### config.mk
export PLATFORM = sky130hd
export DESIGN_NAME = spec_log_writer
export DESIGN_NICKNAME = d
export VERILOG_FILES = /design/src/rtl/spec_log_writer.sv
export SDC_FILE = /design/constraint.sdc
export NUM_CORES = 1
export LEC_CHECK = 0
export CORE_MARGIN = 2
export CORE_UTILIZATION = 30
export CTS_CLUSTER_DIAMETER = 200
export DETAILED_ROUTE_END_ITERATION = 8
export GPL_TIMING_DRIVEN = 0
export SYNTH_ARGS = -nofsm -noshare
export SYNTH_HDL_FRONTEND = slang
export SYNTH_SLANG_ARGS = --single-unit
### constraint.sdc
create_clock -name clk -period 2.86 [get_ports clk]
set_clock_uncertainty 0.1 [all_clocks]
set_input_delay 0.572 -clock clk [delete_from_list [all_inputs] [get_ports clk]]
set_output_delay 0.572 -clock clk [all_outputs]
set_load 0.03 [all_outputs]
### src/rtl/spec_log_writer.sv
// spec_log_writer
//   Consumes per-block speculation events from the repeat detector. It packs
//   them into 16-bit CFLog words and drives a single-port log memory write port.
//   A non-repeat block produces one ID word. A run of repeats produces one
//   count word, which is rewritten in place as the run grows.
//   When the log is full, events that need a new word are dropped and counted.
//   A flush pulse from software rewinds the log.
// Ports
//   clk, rst_n                      clock, asynchronous active-low reset
//   spec_valid, spec_id             block-complete strobe and block ID
//   first_repeat, subseq_repeat     raw repeat flags, qualified by spec_valid
//   flush                           software has drained the log
//   log_wr_en/addr/data             registered log memory write (one cycle)
//   log_ptr, log_full               words allocated, log_ptr == LOG_WORDS
//   drop_cnt                        events lost while full (saturating)
module spec_log_writer #(
    parameter logic [15:0] LOG_BASE  = 16'h0000,
    parameter int          LOG_WORDS = 256,
    parameter logic [14:0] CNT_MAX   = 15'h7FFF
) (
    input  logic        clk,
    input  logic        rst_n,
    input  logic        spec_valid,
    input  logic [7:0]  spec_id,
    input  logic        first_repeat,
    input  logic        subseq_repeat,
    input  logic        flush,
    output logic        log_wr_en,
    output logic [15:0] log_wr_addr,
    output logic [15:0] log_wr_data,
    output logic [15:0] log_ptr,
    output logic        log_full,
    output logic [15:0] drop_cnt
);
    localparam logic [15:0] LW = 16'(LOG_WORDS);

    typedef enum logic {LOGGING, FULL} state_t;

    state_t      state, state_n;
    logic [15:0] cnt_addr, cnt_addr_n;
    logic [14:0] cnt_val, cnt_val_n;
    logic        run_open, run_open_n;
    logic [15:0] ptr_n, drop_n;
    logic        wr_en_n;
    logic [15:0] wr_idx, wr_data_n;

    // State as seen after a same-cycle flush has been applied
    logic [15:0] ptr_eff, drop_eff;
    logic        open_eff, full_eff;
    logic        is_new, is_first, is_sub, extend, alloc;

    assign log_full = (log_ptr == LW);

    always_comb begin
        ptr_eff  = flush ? 16'd0 : log_ptr;
        drop_eff = flush ? 16'd0 : drop_cnt;
        open_eff = flush ? 1'b0 : run_open;
        full_eff = !flush && (state == FULL);

        // first_repeat dominates if both flags are raised
        is_first = spec_valid && first_repeat;
        is_sub   = spec_valid && !first_repeat && subseq_repeat;
        is_new   = spec_valid && !first_repeat && !subseq_repeat;
        // A saturated or missing run forces a fresh count word
        extend   = is_sub && open_eff && (cnt_val < CNT_MAX);
        alloc    = is_new || is_first || (is_sub && !extend);

        ptr_n      = ptr_eff;
        drop_n     = drop_eff;
        run_open_n = open_eff;
        cnt_val_n  = cnt_val;
        cnt_addr_n = cnt_addr;
        wr_en_n    = 1'b0;
        wr_idx     = 16'd0;
        wr_data_n  = 16'd0;

        if (extend) begin
            // In-place rewrite needs no new word, so it proceeds even when full
            cnt_val_n = cnt_val + 15'd1;
            wr_en_n   = 1'b1;
            wr_idx    = cnt_addr;
            wr_data_n = {1'b1, cnt_val + 15'd1};
        end else if (alloc) begin
            if (full_eff) begin
                drop_n     = (drop_eff == 16'hFFFF) ? drop_eff : drop_eff + 16'd1;
                run_open_n = 1'b0;
            end else begin
                wr_en_n = 1'b1;
                wr_idx  = ptr_eff;
                ptr_n   = ptr_eff + 16'd1;
                if (is_new) begin
                    wr_data_n  = {8'h00, spec_id};
                    run_open_n = 1'b0;
                end else begin
                    wr_data_n  = {1'b1, 15'd1};
                    cnt_addr_n = ptr_eff;
                    cnt_val_n  = 15'd1;
                    run_open_n = 1'b1;
                end
            end
        end

        state_n = (ptr_n == LW) ? FULL : LOGGING;
    end

    always_ff @(posedge clk or negedge rst_n) begin
        if (!rst_n) begin
            state       <= LOGGING;
            log_ptr     <= 16'd0;
            drop_cnt    <= 16'd0;
            cnt_addr    <= 16'd0;
            cnt_val     <= 15'd0;
            run_open    <= 1'b0;
            log_wr_en   <= 1'b0;
            log_wr_addr <= 16'd0;
            log_wr_data <= 16'd0;
        end else begin
            state     <= state_n;
            log_ptr   <= ptr_n;
            drop_cnt  <= drop_n;
            cnt_addr  <= cnt_addr_n;
            cnt_val   <= cnt_val_n;
            run_open  <= run_open_n;
            log_wr_en <= wr_en_n;
            // Address and data only change on a write
            if (wr_en_n) begin
                log_wr_addr <= LOG_BASE + (wr_idx << 1);
                log_wr_data <= wr_data_n;
            end
        end
    end
endmodule

* Word-level counts from Yosys, hierarchy flattened *
Index checks and enable logic that the tools add are counted.

word-level totals
  logic and storage cells = 67
  register bits after elaboration = 96
  output and inout bits = 66

cells by class
  $add $sub $neg = 3
  magnitude comparators = 1
  bitwise operators = 3
  muxes and demuxes = 29
  reductions and logical operators = 17
  equal/unequal tests = 5

operator list
  operator               number
  $mux 16                13
  $mux 15                7
  $add 16x1->16 const B  2
  $eq 16x9->1 const B    2
  $eq 16x16->1 const B   1
  $add 15x1->15 const B  1
  $lt 15x15->1 const B   1
  $mux 1                 9
  $logic_and 1x1->1      8
  $logic_not 1->1        4
  $ne 2x1->1 const B     2
  $reduce_and 4->1       1
  $not 1->1              3
  $reduce_and 3->1       1
  $logic_or 1x1->1       2
  $reduce_bool 2->1      1

* Longest topological paths before layout *
Gate-level depths: netlist of the first run.

  depth after elaboration = 12
  gate-level depth with buffers = 10
  gate-level depth less buffers = 7

* Worst setup path before layout of the first run *
Ideal clock, no wire load.

  kind = in2reg
  from = input port flush
  to = register drop_cnt[9]
  arrival time = 2.540 ns
  setup slack = 0.099 ns
  setup time = 0.120 ns
  buffers on the path = 3
  cell stages on the path = 10
  cell sequence = clkbuf_1 -> clkbuf_1 -> nor2b_1 -> ha_1 -> and4_1 -> and4_1 -> clkbuf_1 -> nor3_2 -> a211oi_1 -> a31o_2

between the ends
  longest elaborated chain between the ends = 8
  elaborated cells on any way between the ends = 15
  classes of those cells = 1 x add/sub; 1 x eq/ne; 6 x mux; 7 x reduce/logical

ends and longest elaborated chain
  element                                                                line  RTL
  from (decl)                                                            27    input logic flush,
  parallel branches: the longest is 7 deep, another holds $add 16x1->16  -
  $mux 16 (*)                                                            77    if (extend) begin
  via drop_n[9]                                                          43    logic [15:0] ptr_n, drop_n;
  to (signal assigned)                                                   120   drop_cnt <= drop_n;
  to (decl)                                                              33    output logic [15:0] drop_cnt

Mark *: on every way through the listed nets, which the timed path passes.
A chain may end at the register's enable or synchronous reset.

* Worst setup path after layout of the first run *
  from = register log_ptr[9]
  to = output port log_full

between the ends
  longest elaborated chain between the ends = 1

ends and longest elaborated chain
  element                 line  RTL
  from (decl)             31    output logic [15:0] log_ptr,
  from (signal assigned)  119   log_ptr <= ptr_n;
  $eq 16x9->1             52    assign log_full = (log_ptr == LW);
  to (decl)               32    output logic log_full,

Every way passes these cells.

==> metrics.md, run 1 <==
| Metric | Value |
|---|---|
| Pin slew with the least headroom to its limit | 0.892 ns |
| Area occupied by multi-input gates | 0.00233 mm2 |
| Fraction of registers with async set/reset | between 90% and 100% |
| Router iterations before antenna repair | 4 |
| Quantity of I/O buffers inserted on ports | between 70 and 80 |
| Detail-routed via count per cell | about 5.1 |
| Layout net count | roughly 640 |
| Antenna Violating Nets Remaining | 0 |
| Share of cells above drive strength 1 | about 8.1% |
| Area share of the leading cell type in the synthesized netlist | roughly half |
| Total I/O pin count | 80 |
| Commonest cells after routing, fill and taps aside | 96 x sky130_fd_sc_hd__dfrtp_1, 83 x sky130_fd_sc_hd__nand2_1, 74 x sky130_fd_sc_hd__clkdlybuf4s50_1 |
| DRC violations left | 0 |
| Count of different cell masters after synthesis | between 50 and 60 |
| Total die area | approximately 0.017 mm2 |
| Cells taking the most area after synthesis | sky130_fd_sc_hd__dfrtp_1 49%, sky130_fd_sc_hd__o21ai_0 6.8%, sky130_fd_sc_hd__nand2_1 6.4%, sky130_fd_sc_hd__xnor2_1 4.7%, sky130_fd_sc_hd__nor2_1 4.0% |
| Clock tree from TritonCTS | done |
| Post-route minimum period | between 2 and 3 ns |
| Number of slew-limit violations in the final report | 0 |
| Sum of net half-perimeters after detailed placement | about 10000 um |
| Iter 0 DRT Violations | ~280 |
| Result of the run | completed |
| Source-to-sink clock delay at the later pin of the worst-skew pair | about 0.35 ns |
| Fin Setup TNS | 0 ns |
| Number of enable flip-flop cells after synthesis | 0 |
| Max capacitance violation total | 0 |
| Required @ worst endpoint | 2.19 ns |
| Overall power of the completed layout | 3030 uW |
| Post-synthesis cell count | between 500 and 600 |
| Aggregate global routing overflow | 0 |
| Final setup fails | 0 |
| Setup repair after global routing missed its margin | no |
| First-pass GRT wire length | around 23000 um |
| Data arrival time of the critical path | ~2.0 ns |
| Core outline area | about 0.016 mm2 |
| Number of fillers in the final layout | about 1600 |
| Proportion of synthesized chip area in sequential cells | ~49% |
| Library cell occupying the most area in the post-synthesis netlist | sky130_fd_sc_hd__dfrtp_1 |
| Number of levels in the clock H-tree | 3 |
| Element type at the critical path start | register |
| Crit end category | primary output |
| Y dimension of the die | around 130 um |
| Fin. Hold Viols | 0 |
| Start-to-end type of the worst setup path | register to primary output |
| Post-synthesis net count | around 550 |
| Yosys warnings | 0 |
| Most common library cell in the layout ignoring fill and taps | sky130_fd_sc_hd__dfrtp_1 |
| Register Area | approximately 0.0024 mm2 |
| Number of hold buffers added after cts | 0 |
| Sum of routed wire length over all layers | approximately 14000 um |
| Worst voltage drop across the vdd grid | roughly 0.00026 V |
| Cell row count | between 40 and 50 |
| Synth-to-Final Area Change | 29.6% |
| Vias in the first global route | between 4000 and 5000 |
| CTS Buffer Depth | 2 |
| Pin count of the biggest net entering global routing | 58 |
| Number of diodes | 0 |
| Worst relative slew slack | between 40% and 50% |
| Global router's overall resource usage | ~16% |
| Total standard cell area after synthesis | around 0.005 mm2 |
| Power density over the cells | roughly 480 mW/mm2 |
| Initial antenna violation count | 0 |
| Total number of vias | around 4300 |
| Maximum fanout encountered on the critical timing path | 7 |
| Hold crit path type | primary input to async pin |
| Cell leakage power | roughly 0.0026 uW |
| Clock transition at path regs | around 0.060 ns |
| Final period util | roughly 95% |
| Final estimated routing congestion in global placement | 0.869 |
| Clock sink count | 96 |
| Most frequently used flop master after synthesis | sky130_fd_sc_hd__dfrtp_1 |
| Initial core utilization | a little under a third |
| Yosys reg bits | 96 |
| Average size of a mapped cell | 9.18 um2 |
| Average routed wire per standard cell | between 15 and 20 um |
| Die Wd | 132 um |
| Clock tree root buffer cell | sky130_fd_sc_hd__clkbuf_16 |
| CTS buffer count | 9 |
| Fmax achieved | between 300 and 400 MHz |
## through the flow
step	hold WS (ns)	instance area [um2]	util (%)	instances	setup slack (ns)
floorplan	0.176	4880	-	532	0.0994
global placement	0.356	5930	37.4	826	-2.56
detailed placement	0.368	5960	37.5	827	-1.19
CTS	0.151	6310	39.7	842	0.00690
global route	0.160	6330	39.9	842	0.0494
finish	0.111	6330	39.9	842	0.152
## area by class of cell
type,instances,area share [%]
well taps,216,4.27
inverters,11,0.652
clock inverters,6,1.70
repair buffers,79,12.7
plain buffers,30,2.25
multi-input cells,394,36.8
clock buffers,10,3.62
flip-flops and latches,96,37.9
## flip-flops by register name, indices dropped and copies added (netlist names)
signal       flops
cnt_addr        15
cnt_val         15
log_wr_data     16
state            1
run_open         1
log_wr_en        1
log_wr_addr     15
drop_cnt        16
log_ptr         16
## synth_stat cells, types with 2 or more instances
| cell | instances |
|---|---|
| sky130_fd_sc_hd__a211oi_1 | 2 |
| sky130_fd_sc_hd__nand2b_1 | 2 |
| sky130_fd_sc_hd__xor2_1 | 12 |
| sky130_fd_sc_hd__nand3_1 | 12 |
| sky130_fd_sc_hd__nor2b_1 | 7 |
| sky130_fd_sc_hd__a221oi_1 | 7 |
| sky130_fd_sc_hd__nor3_1 | 8 |
| sky130_fd_sc_hd__nand4_1 | 10 |
| sky130_fd_sc_hd__nor4_2 | 2 |
| sky130_fd_sc_hd__dfrtp_1 | 96 |
| sky130_fd_sc_hd__nand2_1 | 83 |
| sky130_fd_sc_hd__and4_4 | 2 |
| sky130_fd_sc_hd__nand4b_1 | 4 |
| sky130_fd_sc_hd__nor3_2 | 2 |
| sky130_fd_sc_hd__nor4b_2 | 2 |
| sky130_fd_sc_hd__and2_1 | 3 |
| sky130_fd_sc_hd__mux2_2 | 2 |
| sky130_fd_sc_hd__nor2_1 | 52 |
| sky130_fd_sc_hd__clkbuf_1 | 25 |
| sky130_fd_sc_hd__o2111ai_1 | 6 |
| sky130_fd_sc_hd__o21ai_0 | 66 |
| sky130_fd_sc_hd__ha_1 | 2 |
| sky130_fd_sc_hd__mux2i_1 | 6 |
| sky130_fd_sc_hd__a21oi_1 | 26 |
| sky130_fd_sc_hd__and4_1 | 4 |
| sky130_fd_sc_hd__inv_1 | 11 |
| sky130_fd_sc_hd__or2_2 | 3 |
| sky130_fd_sc_hd__nor4_1 | 6 |
| sky130_fd_sc_hd__xnor2_1 | 26 |
| sky130_fd_sc_hd__o31ai_1 | 3 |
| sky130_fd_sc_hd__or3_1 | 2 |
| sky130_fd_sc_hd__a31o_2 | 2 |
| sky130_fd_sc_hd__and3_1 | 10 |
| sky130_fd_sc_hd__o211ai_1 | 2 |
| sky130_fd_sc_hd__buf_4 | 3 |
## repair_timing
| item | CTS | global route |
|---|---|---|
| gates cloned | 0 | 0 |
| setup endpoints to repair | 50 | 14 |
| pin swaps | 1 | 0 |
| gates resized for setup | 9 | 8 |
| hold endpoints to repair | 0 | 0 |
| setup buffers | 0 | 0 |
## worst max-delay path, stage by stage (launching register included)
cell and delay (ns):
sky130_fd_sc_hd__dfrtp_1 0.38, sky130_fd_sc_hd__clkbuf_1 0.23, sky130_fd_sc_hd__nor3_2 0.26, sky130_fd_sc_hd__nand2_1 0.09
sky130_fd_sc_hd__nor4_1 0.14, sky130_fd_sc_hd__and3_1 0.19, sky130_fd_sc_hd__dlygate4sd2_1 0.40
## routing by layer
layer / vias to the layer above / part of all wire, % / routed length (um) / global-route usage (%)
li1: 2047 / - / - / -
met1: 2130 / 46 / 6450 / 21.4
met2: 115 / 48 / 6730 / 26.7
met3: 17 / 4.7 / 667 / 3.32
met4: 0 / 1.7 / 241 / 6.40
met5: - / 0 / 0 / 0
## kinds of logic (layout without fill, tap and decap cells)
family / after synthesis / in the layout / share of synthesized area [%]
other: 1 / 1 / 0.0768
DFF: 96 / 96 / 49.2
AOI/OAI and AO/OA: 124 / 124 / 15.4
muxes: 8 / 8 / 1.69
adders and majority gates: 2 / 2 / 0.512
and+or+nand+nor: 221 / 221 / 22.6
buffers and inverters: 42 / 136 / 3.66
xor gates and xnor gates: 38 / 38 / 6.82
## path summary, 6_finish.rpt
kind	to	from	slack [ns]	cells past startpoint
worst max register to register	state	log_ptr[3]	0.38	7
worst max-delay path	log_full	log_ptr[9]	0.15	6
worst min-delay path	log_wr_data[7]	rst_n	0.11	1
worst min register to register	log_wr_addr[11]	cnt_addr[10]	0.38	2
max in group asynchronous	log_wr_addr[12]	rst_n	1.87	2
min in group clk	log_wr_addr[11]	cnt_addr[10]	0.38	2
## report_power, final
part / switching (uW) / leakage, uW / internal (uW)
clock: 521 / 0.000162 / 852
sequential: 26.5 / 0.00131 / 1380
combinational: 166 / 0.00109 / 86.0
total: 713 / 0.00257 / 2320
Note: power is estimated with default switching activity, not from simulation.
==> inputs of run 2 (changes only) <==
--- a/config.mk
+++ b/config.mk
@@ -7,7 +7,8 @@
 export LEC_CHECK = 0
 export CORE_MARGIN = 2
 export CORE_UTILIZATION = 30
-export CTS_CLUSTER_DIAMETER = 200
+export CTS_BUF_LIST = sky130_fd_sc_hd__clkbuf_8
+export CTS_CLUSTER_DIAMETER = 100
 export DETAILED_ROUTE_END_ITERATION = 8
 export GPL_TIMING_DRIVEN = 0
 export SYNTH_ARGS = -nofsm -noshare
==> constraint.sdc (replaced) <==
create_clock -name clk -period 2.6 [get_ports clk]
set_clock_uncertainty 0.1 [all_clocks]
set_input_delay 0.52 -clock clk [delete_from_list [all_inputs] [get_ports clk]]
set_output_delay 0.52 -clock clk [all_outputs]
set_load 0.03 [all_outputs]
==> run 2 against run 1 <==
Net effect: total power down 7.2%; highest routed layer unchanged; critical endpoint is now state; largest cell class unchanged; wire length shrank 0.46%; hold slack gained 0.28 ns; count of clock-buffer cells in the layout did not move.
==> metrics.md, run 2 (synthesis results as in run 1) <==
| Metric | Value |
|---|---|
| Clock tree from TritonCTS | done |
| Router iterations before antenna repair | 4 (unchanged) |
| Power density over the cells | 451 mW/mm2 (-5.8%) |
| Family of cells with the greatest summed delay on the critical path | buffers and inverters |
| Share of total power in sequential cells | 55.0% (+8.6 points) |
| Start-to-end type of the worst setup path | primary input to register |
| Sw frac | 26.3% (+2.8 points) |
| Met3 routed WL | 654 um (-1.9%) |
| DRC violations left | 0 (unchanged) |
| Stage delay of the slowest cell on the critical path | 0.49 ns (+0.09 ns) |
| First-pass GRT wire length | 22700 um (-0.21%) |
| Final setup fails | 0 (unchanged) |
| Hold crit path type | register to register |
| Source-to-sink clock delay at the later pin of the worst-skew pair | 0.38 ns (+0.03 ns) |
| Worst voltage drop across the vdd grid | 0.000176 V (-33%) |
| CTS Buffer Depth | 2 (unchanged) |
| Endpoint of the most critical register-to-register path | state |
| Total I/O pin count | 80 (unchanged) |
| Clock tree root buffer cell | sky130_fd_sc_hd__clkbuf_8 |
| Slack of the worst reg-to-reg path | 0.14 ns (-0.24 ns) |
| Post-route minimum period | between 2 and 3 ns |
| Detail-routed via count per cell | 5.09 (-0.61%) |
| Total number of vias | 4293 (-0.37%) |
| Clock transition at path regs | 0.09 ns (+0.03 ns) |
| Clock sink count | 96 (unchanged) |
| Die Wd | 132 um (unchanged) |
| Top flop regs | drop_cnt: 16 flops, log_ptr: 16 flops, log_wr_data: 16 flops |
| Ordered cell list for the critical path | clkdlybuf4s50_1 > and4bb_1 > nand2_2 > buf_2 > o2111ai_1 > xnor2_1 > a221o_1 > nor4_2 |
| Comb pwr share | 10.0% (+1.7 points) |
| Y dimension of the die | 132 um (unchanged) |
| Total die area | 0.0173 mm2 (unchanged) |
| Net switching power figure | 741 uW (+4.0%) |
| Amount of wire on met2 after detailed routing | 6710 um (-0.28%) |
| Element type at the critical path start | primary input |
| Sum of net half-perimeters after detailed placement | 10100 um (-1.3%) |
| Antenna Violating Nets Remaining | 0 (unchanged) |
| Global router's overall resource usage | 16.2% (-0.18 points) |
| Maximum fanout encountered on the critical timing path | 10 (+3) |
| Initial core utilization | 30.7% (unchanged) |
| Layout net count | 640 (+0.47%) |
| DRT met1 WL | 6370 um (-1.2%) |
| Clock network power share | 35.0% (-10 points) |
| Worst hold endpoint | cnt_addr[3] |
| Slowest cell on the critical path | sky130_fd_sc_hd__clkdlybuf4s50_1 |
| Vias in the first global route | 4294 (+1.0%) |
| Pin count of the biggest net entering global routing | 65 (+12%) |
| Worst relative slew slack | 44.0% (+3.6 points) |
| Number of diodes | 0 (unchanged) |
| Data arrival time of the critical path | 2.70 ns (+0.66 ns) |
| Final period util | a little over nine tenths |
| Required @ worst endpoint | 2.77 ns (+0.58 ns) |
| Worst r2r src | log_ptr[3] |
| Number of levels in the clock H-tree | 3 (unchanged) |
| Path depth of the worst reg2reg path | 7 (unchanged) |
| Most common library cell in the layout ignoring fill and taps | sky130_fd_sc_hd__dfrtp_1 |
| Fin. Hold Viols | 0 (unchanged) |
| Final estimated routing congestion in global placement | 0.873 (+0.50%) |
| Cell row count | 46 (unchanged) |
| Highest routing layer actually used | met4 |
| Quantity of I/O buffers inserted on ports | 78 (unchanged) |
| Average routed wire per standard cell | 16.6 um (-0.70%) |
| Commonest cells after routing, fill and taps aside | 93 x sky130_fd_sc_hd__dfrtp_1, 83 x sky130_fd_sc_hd__nand2_1, 74 x sky130_fd_sc_hd__clkdlybuf4s50_1 |
| Share of cells above drive strength 1 | 10.2% (+2.0 points) |
| Overall power of the completed layout | 2810 uW (-7.2%) |
| Number of slew-limit violations in the final report | 0 (unchanged) |
| Core outline area | 0.0159 mm2 (unchanged) |
| Sum of routed wire length over all layers | 14000 um (-0.46%) |
| Result of the run | completed |
| Iter 0 DRT Violations | 356 (+25%) |
| Synth-to-Final Area Change | 27.7% |
| Cell leakage power | 0.00252 uW (-2.0%) |
| Aggregate global routing overflow | 0 (unchanged) |
| Fin Setup TNS | 0 ns (unchanged) |
| Initial antenna violation count | 0 (unchanged) |
| CP Buf/Inv Count | 2 (unchanged) |
| Worst hold path cell count | 2 |
| Max capacitance violation total | 0 (unchanged) |
| Crit end category | register |
| Pin slew with the least headroom to its limit | 0.837 ns (-0.0545 ns) |
| Worst min-delay path startpoint | cnt_addr[3] |
| Fmax achieved | around 390 MHz |
| CTS buffer count | 9 (unchanged) |
| Cell Int Power | 2070 uW (-11%) |
-- run 2: cell types whose count changed in the layout (fill, tap and decap cells not counted), sizes merged --
cell	previous run	this run
inv	11	13
dlygate4sd3	0	1
dlymetal6s2s	1	0
clkinv	2	1
buf	7	12
dlygate4sd2	2	1
bufinv	3	1
clkbuf	35	34
-- run 2: metal layers --
layer	vias to the layer above	track usage [%]
met5	-	0
met4	0	6.58
met3	23	3.40
met2	106	25.3
met1	2112	21.9
li1	2052	-
-- run 2: how the worst max path moves through the flow --
| stage | startpoint | end | slack, ns | depth (start not counted) |
|---|---|---|---|---|
| final | first_repeat | state | 0.07 | 8 |
| after global routing | first_repeat | state | -0.002 | 8 |
| after CTS | flush | drop_cnt[15] | 0.003 | 10 |
| after detailed placement | flush | drop_cnt[9] | -1.17 | 11 |
| after global placement | rst_n | log_wr_addr[3] | -2.80 | 1 |
| after floorplan | flush | drop_cnt[9] | 0.005 | 10 |
-- run 2: layout make-up --
cell class	count	area, um2
Buffer	29	141
Clock buffer	10	138
Clock inverter	5	50.0
Multi-Input combinational cell	394	2360
Timing Repair Buffer	83	827
Sequential cell	96	2410
Tap cell	216	270
Inverter	11	41.3
Fill cell	1599	9650
-- run 2: repair_timing --
action                                  CTS  global route
hold endpoints to repair                 16             0
gates cloned                              0             0
hold buffers                              1             0
buffers inserted                          0             3
pin swaps                                 0             1
endpoints found under the setup margin   85            27
resized for setup                        16            17
-- run 2: power groups by stage --
stage | sequential (uW) | combinational [uW] | clock [uW]
finish | 1550 | 281 | 986
global route | 1550 | 305 | 1080
CTS | 1550 | 283 | 1010
detailed placement | 1580 | 280 | 0
global placement | 1580 | 272 | 0
floorplan | 1610 | 97.2 | 0
-- run 2: worst register-to-register path: stages, from the launching register on --
cell and delay [ns]:
sky130_fd_sc_hd__dfrtp_1 0.36, sky130_fd_sc_hd__clkbuf_2 0.20, sky130_fd_sc_hd__nand4b_1 0.26, sky130_fd_sc_hd__nor4_1 0.47, sky130_fd_sc_hd__o211a_1 0.28, sky130_fd_sc_hd__mux2_2 0.37
sky130_fd_sc_hd__a31oi_1 0.21, sky130_fd_sc_hd__nor4_2 0.09
-- run 2: per-stage QoR --
stage	cells	hold slack, ns	utilization [%]	instance area [um2]	setup slack, ns
after floorplan	532	0.124	-	4890	0.00527
after global placement	826	0.361	37.4	5940	-2.80
after detailed placement	827	0.370	37.5	5960	-1.17
after CTS	841	0.389	38.9	6180	0.00285
after global routing	844	0.416	39.3	6240	-0.00185
final	844	0.387	39.3	6240	0.0679
==> inputs of run 3 (changes only) <==
--- a/config.mk
+++ b/config.mk
@@ -5,7 +5,6 @@
 export SDC_FILE = /design/constraint.sdc
 export NUM_CORES = 1
 export LEC_CHECK = 0
-export CORE_MARGIN = 2
 export CORE_UTILIZATION = 30
 export CTS_BUF_LIST = sky130_fd_sc_hd__clkbuf_8
 export CTS_CLUSTER_DIAMETER = 100
==> run 3 against run 2 <==
Net effect: core utilization grew 0.079 points; non-clock buffer count is 2 lower; wire length decreased by 0.25%; critical path type unchanged; largest cell class unchanged; highest routed layer unchanged.
==> metrics.md, run 3 (synthesis results as in run 1) <==
| Metric | Value |
|---|---|
| Result of the run | completed |
| Worst voltage drop across the vdd grid | 0.000208 V (+18%) |
| Post-route minimum period | 2.54 ns (+0.00670 ns) |
| Share of cells above drive strength 1 | 9.41% (-0.78 points) |
| Fmax achieved | 394 MHz (-0.26%) |
| Most common library cell in the layout ignoring fill and taps | sky130_fd_sc_hd__dfrtp_1 |
| Total die area | 0.0168 mm2 (-3.0%) |
| Total number of vias | 4256 (-0.86%) |
| Pin slew with the least headroom to its limit | 0.759 ns (-0.0777 ns) |
| Clock transition at path regs | 0.09 ns (about the same) |
| Clock sink count | 96 (unchanged) |
| Layout net count | 638 (-0.31%) |
| Share of the core filled with cells | 39.3% (+0.079 points) |
| Cell row count | 46 (unchanged) |
| Initial core utilization | 30.7% (unchanged) |
| Router iterations before antenna repair | 5 (+1) |
| Sum of routed wire length over all layers | 14000 um (-0.25%) |
| Family of cells with the greatest summed delay on the critical path | buffers and inverters |
| CP Buf/Inv Count | 3 (+1) |
| Top flop regs | drop_cnt: 16 flops, log_ptr: 16 flops, log_wr_data: 16 flops |
| Crit end category | register |
| Worst relative slew slack | 49.2% (+5.2 points) |
| Number of slew-limit violations in the final report | 0 (unchanged) |
| Final estimated routing congestion in global placement | 0.845 (-3.2%) |
| DRC violations left | 0 (unchanged) |
| Comb pwr share | 9.5% (-0.5 points) |
| First-pass GRT wire length | 22600 um (-0.33%) |
| Initial antenna violation count | 0 (unchanged) |
| Start-to-end type of the worst setup path | primary input to register |
| Pin count of the biggest net entering global routing | 61 (-6.2%) |
| Cell Int Power | 2160 uW (+4.0%) |
| Final setup fails | 0 (unchanged) |
| Maximum fanout encountered on the critical timing path | 10 (unchanged) |
| Overall power of the completed layout | 2930 uW (+4.1%) |
| Number of levels in the clock H-tree | 3 (unchanged) |
| Cell leakage power | 0.00253 uW (+0.26%) |
| Required @ worst endpoint | 2.77 ns (about the same) |
| Source-to-sink clock delay at the later pin of the worst-skew pair | 0.39 ns (about the same) |
| Sw frac | 26.4% (+0.054 points) |
| Quantity of I/O buffers inserted on ports | 78 (unchanged) |
| Endpoint of the most critical register-to-register path | state |
| Clock tree from TritonCTS | done |
| Number of diodes | 0 (unchanged) |
| Clock network power share | 37.7% (+2.7 points) |
| CTS buffer count | 9 (unchanged) |
| Hold crit path type | primary input to async pin |
| Fin. Hold Viols | 0 (unchanged) |
| Average routed wire per standard cell | 16.6 um (-0.13%) |
| Net switching power figure | 773 uW (+4.3%) |
| CTS Buffer Depth | 2 (unchanged) |
| Sum of net half-perimeters after detailed placement | 10100 um (about the same) |
| Most used cell along the critical path | sky130_fd_sc_hd__clkbuf_4 |
| Final period util | 97.6% (+0.26 points) |
| Slowest cell on the critical path | sky130_fd_sc_hd__mux2_2 |
| Synth-to-Final Area Change | 28.0% |
| Worst r2r src | log_ptr[3] |
| Vias in the first global route | 4298 (+0.093%) |
| Stage delay of the slowest cell on the critical path | 0.36 ns (-0.13 ns) |
| Data arrival time of the critical path | 2.71 ns (about the same) |
| Antenna Violating Nets Remaining | 0 (unchanged) |
| Iter 0 DRT Violations | 301 (-15%) |
| Die Wd | 130 um (-1.5%) |
| Power density over the cells | 469 mW/mm2 (+3.9%) |
| Ordered cell list for the critical path | dlygate4sd2_1 > clkbuf_4 > clkbuf_4 > nor2b_1 > ha_2 > and4_1 > and4_4 > nor2_1 > mux2_2 |
| Global router's overall resource usage | 17.4% (+1.2 points) |
| Element type at the critical path start | primary input |
| Aggregate global routing overflow | 0 (unchanged) |
| Max capacitance violation total | 0 (unchanged) |
| Share of total power in sequential cells | 52.8% (-2.2 points) |
| Y dimension of the die | 130 um (-1.5%) |
| Clock tree root buffer cell | sky130_fd_sc_hd__clkbuf_8 |
| Detail-routed via count per cell | 5.05 (-0.74%) |
| Area after detailed placement | 0.00596 mm2 (unchanged) |
| Slack of the worst reg-to-reg path | 0.16 ns (+0.02 ns) |
| Core outline area | 0.0159 mm2 (unchanged) |
| Total I/O pin count | 80 (unchanged) |
| Post-route cell area | 0.00625 mm2 (+0.20%) |
| Commonest cells after routing, fill and taps aside | 94 x sky130_fd_sc_hd__dfrtp_1, 83 x sky130_fd_sc_hd__nand2_1, 74 x sky130_fd_sc_hd__clkdlybuf4s50_1 |
| Path depth of the worst reg2reg path | 7 (unchanged) |
## run 3: layer usage
| layer | vias to the layer above | track usage, % | wire length, um |
|---|---|---|---|
| met2 | 120 | 28.2 | 6550 |
| li1 | 2048 | - | - |
| met3 | 20 | 3.22 | 650 |
| met1 | 2068 | 23.0 | 6540 |
| met5 | - | 0 | 0 |
| met4 | 0 | 7.05 | 243 |
## run 3: power by group through the flow
stage	Clock (uW)	Combinational (uW)	Sequential (uW)
6_report	1110	278	1550
5_1_grt	1200	302	1550
4_1_cts	1140	282	1550
3_5_place_dp	0	280	1580
3_3_place_gp	0	271	1580
2_1_floorplan	0	97.2	1610
## run 3: layout make-up
class                      instances  area (um2)
buffer                            29         139
inverter                          11        41.3
sequential                        96        2400
clock buffer                       9         124
tap                              216         270
fill                            1625        9640
multi-input combinational        394        2350
clock inverter                     7        97.6
timing repair buffer              81         817
## run 3: worst max path at each step
stage	cells after the start	startpoint	slack (ns)	to
final	9	flush	0.06	drop_cnt[1]
after global routing	10	flush	-0.004	drop_cnt[8]
after CTS	8	spec_valid	0.004	state
after detailed placement	11	flush	-1.17	drop_cnt[9]
after global placement	1	rst_n	-2.74	log_wr_addr[3]
after floorplan	10	flush	0.005	drop_cnt[9]
## run 3: timing repair
item                       4_1_cts  5_1_grt
pin swaps                        0        1
setup endpoints to repair       82       49
hold buffers                     0        0
gates resized for setup         18        6
gates cloned                     0        0
setup buffers                    0        2
## run 3: metrics by stage
stage          setup TNS (ns)  std cells  setup WS, ns  hold WS [ns]
4_1_cts                     0        841       0.00368        0.0184
3_5_place_dp           -56.60        827         -1.17         0.368
2_1_floorplan               0        532       0.00527         0.124
6_report                    0        843        0.0612        0.0123
3_3_place_gp          -315.48        826         -2.74         0.359
5_1_grt              -0.00379        843      -0.00379        0.0399
## run 3: worst register-to-register path, cell delays in order, from the launching register on
cell and delay, ns:
sky130_fd_sc_hd__dfrtp_1 0.38, sky130_fd_sc_hd__clkbuf_2 0.21, sky130_fd_sc_hd__nand4b_1 0.25, sky130_fd_sc_hd__nor4_1 0.45
sky130_fd_sc_hd__o211a_1 0.28, sky130_fd_sc_hd__mux2_2 0.36, sky130_fd_sc_hd__a31oi_1 0.20, sky130_fd_sc_hd__nor4_2 0.08
